**config.mk**
```make
export PLATFORM = sky130hd
export DESIGN_NAME = comm_tx_sched
export DESIGN_NICKNAME = d
export VERILOG_FILES = /design/src/rtl/comm_pkg.sv /design/src/rtl/rr_arbiter.sv /design/src/rtl/comm_tx_sched.sv
export SDC_FILE = /design/constraint.sdc
export NUM_CORES = 1
export LEC_CHECK = 0
export ABC_AREA = 1
export CORE_ASPECT_RATIO = 1.4
export CORE_UTILIZATION = 50
export CTS_BUF_LIST = sky130_fd_sc_hd__clkbuf_4 sky130_fd_sc_hd__clkbuf_8
export CTS_CLUSTER_DIAMETER = 50
export DETAILED_ROUTE_END_ITERATION = 12
export GPL_TIMING_DRIVEN = 0
export PLACE_DENSITY = 0.74
export SLEW_MARGIN = 25
export SYNTH_ARGS = -nofsm -noshare
export SYNTH_HDL_FRONTEND = slang
export SYNTH_SLANG_ARGS = --single-unit
```
**constraint.sdc**
```tcl
create_clock -name clk_i -period 4.8 [get_ports clk_i]
set_clock_uncertainty 0.1 [all_clocks]
set_input_delay 0.72 -clock clk_i [delete_from_list [all_inputs] [get_ports clk_i]]
set_output_delay 0.72 -clock clk_i [all_outputs]
set_load 0.02 [all_outputs]
```
**src/rtl/comm_pkg.sv**
```systemverilog
// Shared definitions for the comm FPGA transmit schedulers.
// The state encoding is visible to software through the SPI status word.
package comm_pkg;

    typedef enum logic [1:0] {
        ST_IDLE   = 2'd0,
        ST_LEAD   = 2'd1,
        ST_ACTIVE = 2'd2,
        ST_LAG    = 2'd3
    } tx_state_e;

    // Position of the scheduler state field inside the SPI status word
    localparam int STAT_STATE_LSB = 0;
    localparam int STAT_STATE_W   = 2;

    function automatic int max3(input int a, input int b, input int c);
        int m;
        m = (a > b) ? a : b;
        return (m > c) ? m : c;
    endfunction

endpackage

```
**src/rtl/rr_arbiter.sv**
```systemverilog
// Combinational rotate-priority picker: first set request strictly after ptr,
// wrapping modulo PORTS, so the last winner gets lowest priority.
module rr_arbiter #(
    parameter int PORTS = 4
) (
    input  logic [PORTS-1:0]         req_i,
    input  logic [$clog2(PORTS)-1:0] ptr_i,
    output logic                     any_o,
    output logic [PORTS-1:0]         onehot_o,
    output logic [$clog2(PORTS)-1:0] idx_o
);

    localparam int IW = $clog2(PORTS);

    logic [IW:0]   w_sum;
    logic [IW-1:0] w_cand;

    always_comb begin
        any_o    = 1'b0;
        onehot_o = '0;
        idx_o    = '0;
        w_sum    = '0;
        w_cand   = '0;
        // ptr+i spans up to 2*PORTS-1, one extra bit keeps the wrap exact
        for (int i = 1; i <= PORTS; i++) begin
            w_sum = {1'b0, ptr_i} + (IW+1)'(i);
            if (w_sum >= (IW+1)'(PORTS))
                w_sum = w_sum - (IW+1)'(PORTS);
            w_cand = w_sum[IW-1:0];
            if (!any_o && req_i[w_cand]) begin
                any_o            = 1'b1;
                idx_o            = w_cand;
                onehot_o[w_cand] = 1'b1;
            end
        end
    end

endmodule

```
**src/rtl/comm_tx_sched.sv**
```systemverilog
// Half-duplex RS-485 transmit scheduler: round-robin grant of one shared UART
// serializer with TXEN lead/lag guard times and an ACTIVE-phase timeout.
module comm_tx_sched
    import comm_pkg::*;
#(
    parameter int PORTS = 4,
    parameter int LEAD  = 8,
    parameter int LAG   = 8,
    parameter int TMO   = 65535
) (
    input  logic                     clk_i,
    input  logic                     rst_i,
    input  logic [PORTS-1:0]         req_i,
    input  logic [PORTS-1:0]         mask_i,
    input  logic                     done_i,
    output logic [PORTS-1:0]         txen_o,
    output logic [$clog2(PORTS)-1:0] sel_o,
    output logic                     start_o,
    output logic [PORTS-1:0]         gnt_o,
    output logic [1:0]               state_o,
    output logic                     tmo_o
);

    localparam int IW = $clog2(PORTS);
    localparam int CW = $clog2(max3(LEAD, LAG, TMO) + 1);

    localparam logic [CW-1:0] LEAD_END = CW'(LEAD - 1);
    localparam logic [CW-1:0] LAG_END  = CW'(LAG - 1);
    localparam logic [CW-1:0] TMO_END  = CW'(TMO - 1);

    tx_state_e        r_state, w_nstate;
    logic [CW-1:0]    r_cnt, w_cnt_nx;
    logic [IW-1:0]    r_ptr, w_ptr_nx;
    logic [IW-1:0]    r_sel, w_sel_nx;
    logic [PORTS-1:0] r_txen, w_txen_nx;
    logic [PORTS-1:0] r_gnt, w_gnt_nx;
    logic             r_start, w_start_nx;
    logic             r_tmo, w_tmo_nx;

    logic             w_any;
    logic [PORTS-1:0] w_onehot;
    logic [IW-1:0]    w_idx;

    rr_arbiter #(.PORTS(PORTS)) u_arb (
        .req_i    (req_i & mask_i),
        .ptr_i    (r_ptr),
        .any_o    (w_any),
        .onehot_o (w_onehot),
        .idx_o    (w_idx)
    );

    always_ff @(posedge clk_i) begin
        if (!rst_i) begin
            r_state <= ST_IDLE;
            r_cnt   <= '0;
            r_ptr   <= IW'(PORTS - 1);
            r_sel   <= '0;
            r_txen  <= '0;
            r_gnt   <= '0;
            r_start <= 1'b0;
            r_tmo   <= 1'b0;
        end else begin
            r_state <= w_nstate;
            r_cnt   <= w_cnt_nx;
            r_ptr   <= w_ptr_nx;
            r_sel   <= w_sel_nx;
            r_txen  <= w_txen_nx;
            r_gnt   <= w_gnt_nx;
            r_start <= w_start_nx;
            r_tmo   <= w_tmo_nx;
        end
    end

    // Outputs are computed one cycle ahead so every port comes straight off a flop
    always_comb begin
        w_nstate   = r_state;
        w_cnt_nx   = r_cnt + CW'(1);
        w_ptr_nx   = r_ptr;
        w_sel_nx   = r_sel;
        w_txen_nx  = r_txen;
        w_gnt_nx   = r_gnt;
        w_start_nx = 1'b0;
        w_tmo_nx   = 1'b0;
        case (r_state)
            ST_IDLE: begin
                w_cnt_nx  = '0;
                w_txen_nx = '0;
                w_gnt_nx  = '0;
                if (w_any) begin
                    w_nstate  = ST_LEAD;
                    w_ptr_nx  = w_idx;
                    w_sel_nx  = w_idx;
                    w_txen_nx = w_onehot;
                    w_gnt_nx  = w_onehot;
                end
            end
            ST_LEAD: begin
                // Requester gave up before the line was ours: release without lag
                if (!req_i[r_sel] || !mask_i[r_sel]) begin
                    w_nstate  = ST_IDLE;
                    w_cnt_nx  = '0;
                    w_txen_nx = '0;
                    w_gnt_nx  = '0;
                end else if (r_cnt == LEAD_END) begin
                    w_nstate   = ST_ACTIVE;
                    w_cnt_nx   = '0;
                    w_start_nx = 1'b1;
                end
            end
            ST_ACTIVE: begin
                if (done_i) begin
                    w_nstate = ST_LAG;
                    w_cnt_nx = '0;
                    w_gnt_nx = '0;
                end else if (r_cnt == TMO_END) begin
                    w_nstate = ST_LAG;
                    w_cnt_nx = '0;
                    w_gnt_nx = '0;
                    w_tmo_nx = 1'b1;
                end
            end
            ST_LAG: begin
                if (r_cnt == LAG_END) begin
                    w_nstate  = ST_IDLE;
                    w_cnt_nx  = '0;
                    w_txen_nx = '0;
                end
            end
            default: begin
                w_nstate  = ST_IDLE;
                w_cnt_nx  = '0;
                w_txen_nx = '0;
                w_gnt_nx  = '0;
            end
        endcase
    end

    assign txen_o  = r_txen;
    assign gnt_o   = r_gnt;
    assign sel_o   = r_sel;
    assign start_o = r_start;
    assign tmo_o   = r_tmo;
    assign state_o = r_state;

endmodule

```
# Word level (Yosys, flattened, before mapping)
# Index checks and enable logic that the tools add are counted.
# totals
ff_bits,32
in_bits,11
output_inout_bits,14
elab_cells,126
# classes
addsub,9
order_cmp,13
eq_ne,10
mux,57
bitwise_logic,7
n_reduce_logical,22
# ops
op,count
16-bit two-way mux,4
16-bit one-hot mux with 4 select lines,1
4-bit two-way mux,9
2-bit two-way mux,14
4-bit one-hot mux with 3 select lines,2
16-bit by 1-bit adder with 16-bit output (second input constant),1
16-bit equality test (second input constant),1
16-bit by 3-bit equality test with 1-bit output (second input constant),1
1-bit two-way mux,16
2-bit by 3-bit < comparator with 1-bit output (second input constant),5
1-bit binary-select mux with 2-bit select,6
3-bit greater-or-equal comparator (second input constant),4
4-bit OR,3
1-bit demux with 2-bit select,4
2-bit by 1-bit greater-or-equal comparator with 1-bit output (second input constant),4
2-bit one-hot mux with 4 select lines,1
2-bit by 1-bit subtractor with 2-bit output (second input constant),4
1-bit logical AND,7
2-bit by 2-bit adder with 3-bit output (second input constant),2
3-bit inequality test (second input constant),2
3-bit AND reduction,2
3-bit nonzero test,2
3-bit OR reduction,2
1-bit zero test,5
other kinds (12),16

# Longest topological paths before layout
# depth
depth_word,17
mapped_depth,13
mapped_depth_nobuf,12

# Modules after synthesis
# From an unflattened synthesis, not the netlist that was laid out.
# unflattened
cells_unflattened,312
hier_area_um2,2205.9
# modules_own_cells
mod,n_inst,cells_each,area_each_um2,seq_area_each_um2
comm_tx_sched,1,231,1670.4,640.6
rr_arbiter,1,81,535.5,0.0

# Worst setup path before layout
# No wires, ideal clock.
# synth_timing
path_type,register to register
startpoint,register r_ptr[0]
endpoint,register r_txen[3] (netlist: txen_o[3])
setup_ns,0.069
arrival_time_ns,1.844
required_ns,4.631
slack_ns,2.787
path_stages_with_launch,14
path_buffers,2
synth_period_minus_slack_ns,2.013
path_cell_list,dfxtp_1 buf_6 inv_4 buf_6 ha_1 inv_1 nand3_2 nand2_4 nand3_4 inv_2 nand3_1 nand2_1 nand2_1 a21oi_2
# synth_via
elab_chain_cells,17
word_cells_on_any_way,63
cone_classes,add/sub (8); order compare (12); mux (30); bitwise (3); reduce/logical (10)
# synth_lines
element,line,source
start: declaration,comm_tx_sched.sv:33,"logic [IW-1:0] r_ptr, w_ptr_nx;"
start signal: assignment,comm_tx_sched.sv:56,r_ptr <= IW'(PORTS - 1);
start signal: assignment,comm_tx_sched.sv:65,r_ptr <= w_ptr_nx;
"parallel branches: the longest is 15 deep, another holds 2-bit by 1-bit adder with 3-bit output",-,
4-bit two-way mux *,comm_tx_sched.sv:89,if (w_any) begin
4-bit one-hot mux with 3 select lines *,comm_tx_sched.sv:84,case (r_state)
end signal: assignment,comm_tx_sched.sv:67,r_txen <= w_txen_nx;
end: declaration,comm_tx_sched.sv:35,"logic [PORTS-1:0] r_txen, w_txen_nx;"
# Every way passes the cells marked *. The select of a mux whose other input is x is not followed.
# A chain may end at the register's enable or synchronous reset.

# Worst setup path after layout
# layout_timing
startpoint,register r_ptr[1]
endpoint,register r_txen[1] (netlist: txen_o[1])
# The elaborated chain is that of the path after synthesis.

==> flow_metrics.tcl <==
set metrics [dict create \
    status "finished, final reports clean" \
    final-hold-violation-count 0 \
    dieWidth_um 56.5 \
    wl_um 4350 \
    grt_max_degree 14 \
    final_common_cell "nand2_1" \
    ios 25 \
    slew_viol_final 0 \
    synth-seq-area-share_pct 30.8 \
    clock-sinks 32 \
    antenna_cells 0 \
    synth_compound_area_share_pct 8.17 \
    endpoint_kind "register" \
    antenna_found_initial 0 \
    tightest_slew_ns 0.561 \
    crit_chain "inv_1 > ha_1 > inv_1 > nand3_2 > nand2_4 > nand3_2 > nor2_1 > nor2_1 > nand2_1 > nand2_1 > a21oi_2" \
    drtIter0Drc 67 \
    peakVddDrop_uv 447 \
    setup_tns_ns 0 \
    ant_nets 0 \
    grtUsageTotal_pct 21.5 \
    netlist_area_um2 2080 \
    period_minus_slack_ns 2.33 \
    worstSetupPathType "reg -> reg" \
    power.total_mw 1.39 \
    die_area_um2 4430 \
    synth_fa_ha_area_share_pct 9.01 \
    critical_path_buf_inv_count 2 \
    grt_pass1_vias 1896 \
    routabilityCongestion 0.844 \
    power_density_nw_per_um2 563 \
    finalSetupViolations 0 \
    yosysWarnings 0 \
    drv_cap 0 \
    slew_headroom_pct 62.6 \
    vias_per_cell 5.21 \
    yosys.area_share.simple_pct 42.1 \
    critPathLaunchType "register" \
    vias 1929 \
    required_ns 4.91 \
    arrival_ns 2.44 \
    ctsHoldBuffers 0 \
    numCtsBuffers 5 \
    die_h_um 78.4 \
    grt.overflow.total 0 \
    timing.final.crit_share_pct 48.5 \
    path_delay_family "simple AND/OR/NAND/NOR gates" \
    first_pass_iters 4 \
    fp-row-count 27 \
    worstHoldPathType "reg -> reg" \
    fmax_mhz 430 \
    slowest_delay_ns 0.53 \
    seq_area_um2 641 \
    nFillCells 373 \
    synth.net_count 322 \
    netlist_instances 296 \
    synth_top_family_by_area "simple AND/OR/NAND/NOR gates" \
    whs_ns 0.366 \
    clk_pin_slew_ns 0.06 \
    postCtsSetupBuffers 0 \
    drc 0 \
    avgSynthCellArea_um2 7.03 \
    grt_first_pass_wirelength_um 7650 \
    place_hpwl_um 3570 \
    synthMuxAreaShare_pct 0 \
    cts-resized-gates 0 \
    cp_slowest_cell "dfxtp_1" \
    place_area_um2 2380 \
    cts_tree "done" \
    h-tree-depth 2 \
    initial_utilization_pct 52.7 \
    critPathMaxFanout 9 \
    final_cell_mix "nand2_1 (80), nor2_1 (41), dfxtp_1 (32)" \
    path_depth 11 \
    fin_area_um2 2470 \
    synth_xor_area_share_pct 2.94 \
    leakage_nw 1.04 \
    nets 353 \
    rsz0062_at_grt "false" \
    multi_input_area_um2 1300 \
    cts-root-buf "clkbuf_8" \
    area_delta_synth_final_pct 18.7 \
    clock_path_buffers 2 \
    io_buffer_count 24 \
    clk_latency_ns 0.27 \
    worst_r2r_path_depth 11 \
    final_layout_size_suffix_gt1_share_pct 12.2 \
    synth_seq_cells 32 \
    fp.coreArea_um2 3950 \
    wire_per_inst_um 11.8 \
    synth_cell_types 39 \
    holdPathStages 2 \
]
[cells in the mapped netlist (all sizes together)]
cell    number  area [um2]
nand2       86         343
nor2        46         200
nand3       37         230
dfxtp       32         641
inv         29         111
ha          15         188
a21oi       13        80.1
o21ai        6        33.8
xor2         5        43.8
nor3         4        25.0
buf          3        30.0
nand4        3        25.0
nor3b        2        15.0
nor4         2        12.5
o211ai       2        15.0
or2          2        12.5
xnor2        2        17.5
a21boi       1        7.51
a31oi        1        6.26
and2         1        6.26
clkbuf       1        3.75
nand3b       1        7.51
o21bai       1        18.8
o221ai       1        8.76
[worst register-to-register path: cells and delay by family (launching register included)]
| family | cells | cell delay [ns] |
|---|---|---|
| and+or+nand+nor | 7 | 0.72 |
| AOI/OAI and AO/OA | 1 | 0.13 |
| adders and majority gates | 1 | 0.39 |
| DFF | 1 | 0.53 |
| buffers and inverters | 2 | 0.39 |
[per-stage QoR]
stage	util [%]	cells	worst slack, ns
CTS	62.6	370	2.47
global route	62.6	370	2.23
floorplan	-	296	2.79
finish	62.6	370	2.47
detailed placement	60.1	363	2.23
global placement	60.1	363	2.26
[final timing paths]
check	slack [ns]	start	endpoint
worst max-delay path	2.47	r_ptr[1]	txen_o[1]
worst min-delay path	0.37	gnt_o[2]	gnt_o[2]
worst max register to register	2.47	r_ptr[1]	txen_o[1]
worst min register to register	0.37	gnt_o[2]	gnt_o[2]
[routing by layer]
metal	GRT usage (%)	wire [um]	part of all wire (%)
met5	0	0	0
met4	10.0	124	2.8
met3	2.97	89	2.0
met2	42.6	2390	55
met1	21.3	1750	40
[area by class of cell]
type / instances / area share, %
tap: 43 / 2.18
buffer: 4 / 1.37
clock buffer: 7 / 3.90
multi-input combinational: 231 / 52.4
inverter: 29 / 4.50
timing repair buffer: 24 / 9.72
sequential: 32 / 25.9
[kinds of logic (layout without fill, tap and decap cells)]
group | after synthesis | count (layout)
AO/OA/AOI/OAI | 25 | 25
adder cells (fa/ha/maj) | 15 | 15
buffers and inverters | 33 | 64
AND/OR/NAND/NOR | 184 | 184
flip-flops | 32 | 32
XOR/XNOR | 7 | 7
[report_power, final]
part	total (mW)	internal [mW]	switching (mW)	leakage, nW
Combinational	0.809	0.302	0.507	0.732
Sequential	0.366	0.317	0.0489	0.260
Clock	0.217	0.127	0.0898	0.0503
[state kept, by name, indices dropped and copies added (netlist names), named ones only]
name     count
sel_o        2
gnt_o        4
state_o      1
r_ptr        2
txen_o       4
start_o      1
tmo_o        1
r_cnt       16
Note: power is estimated with default switching activity, not from simulation.
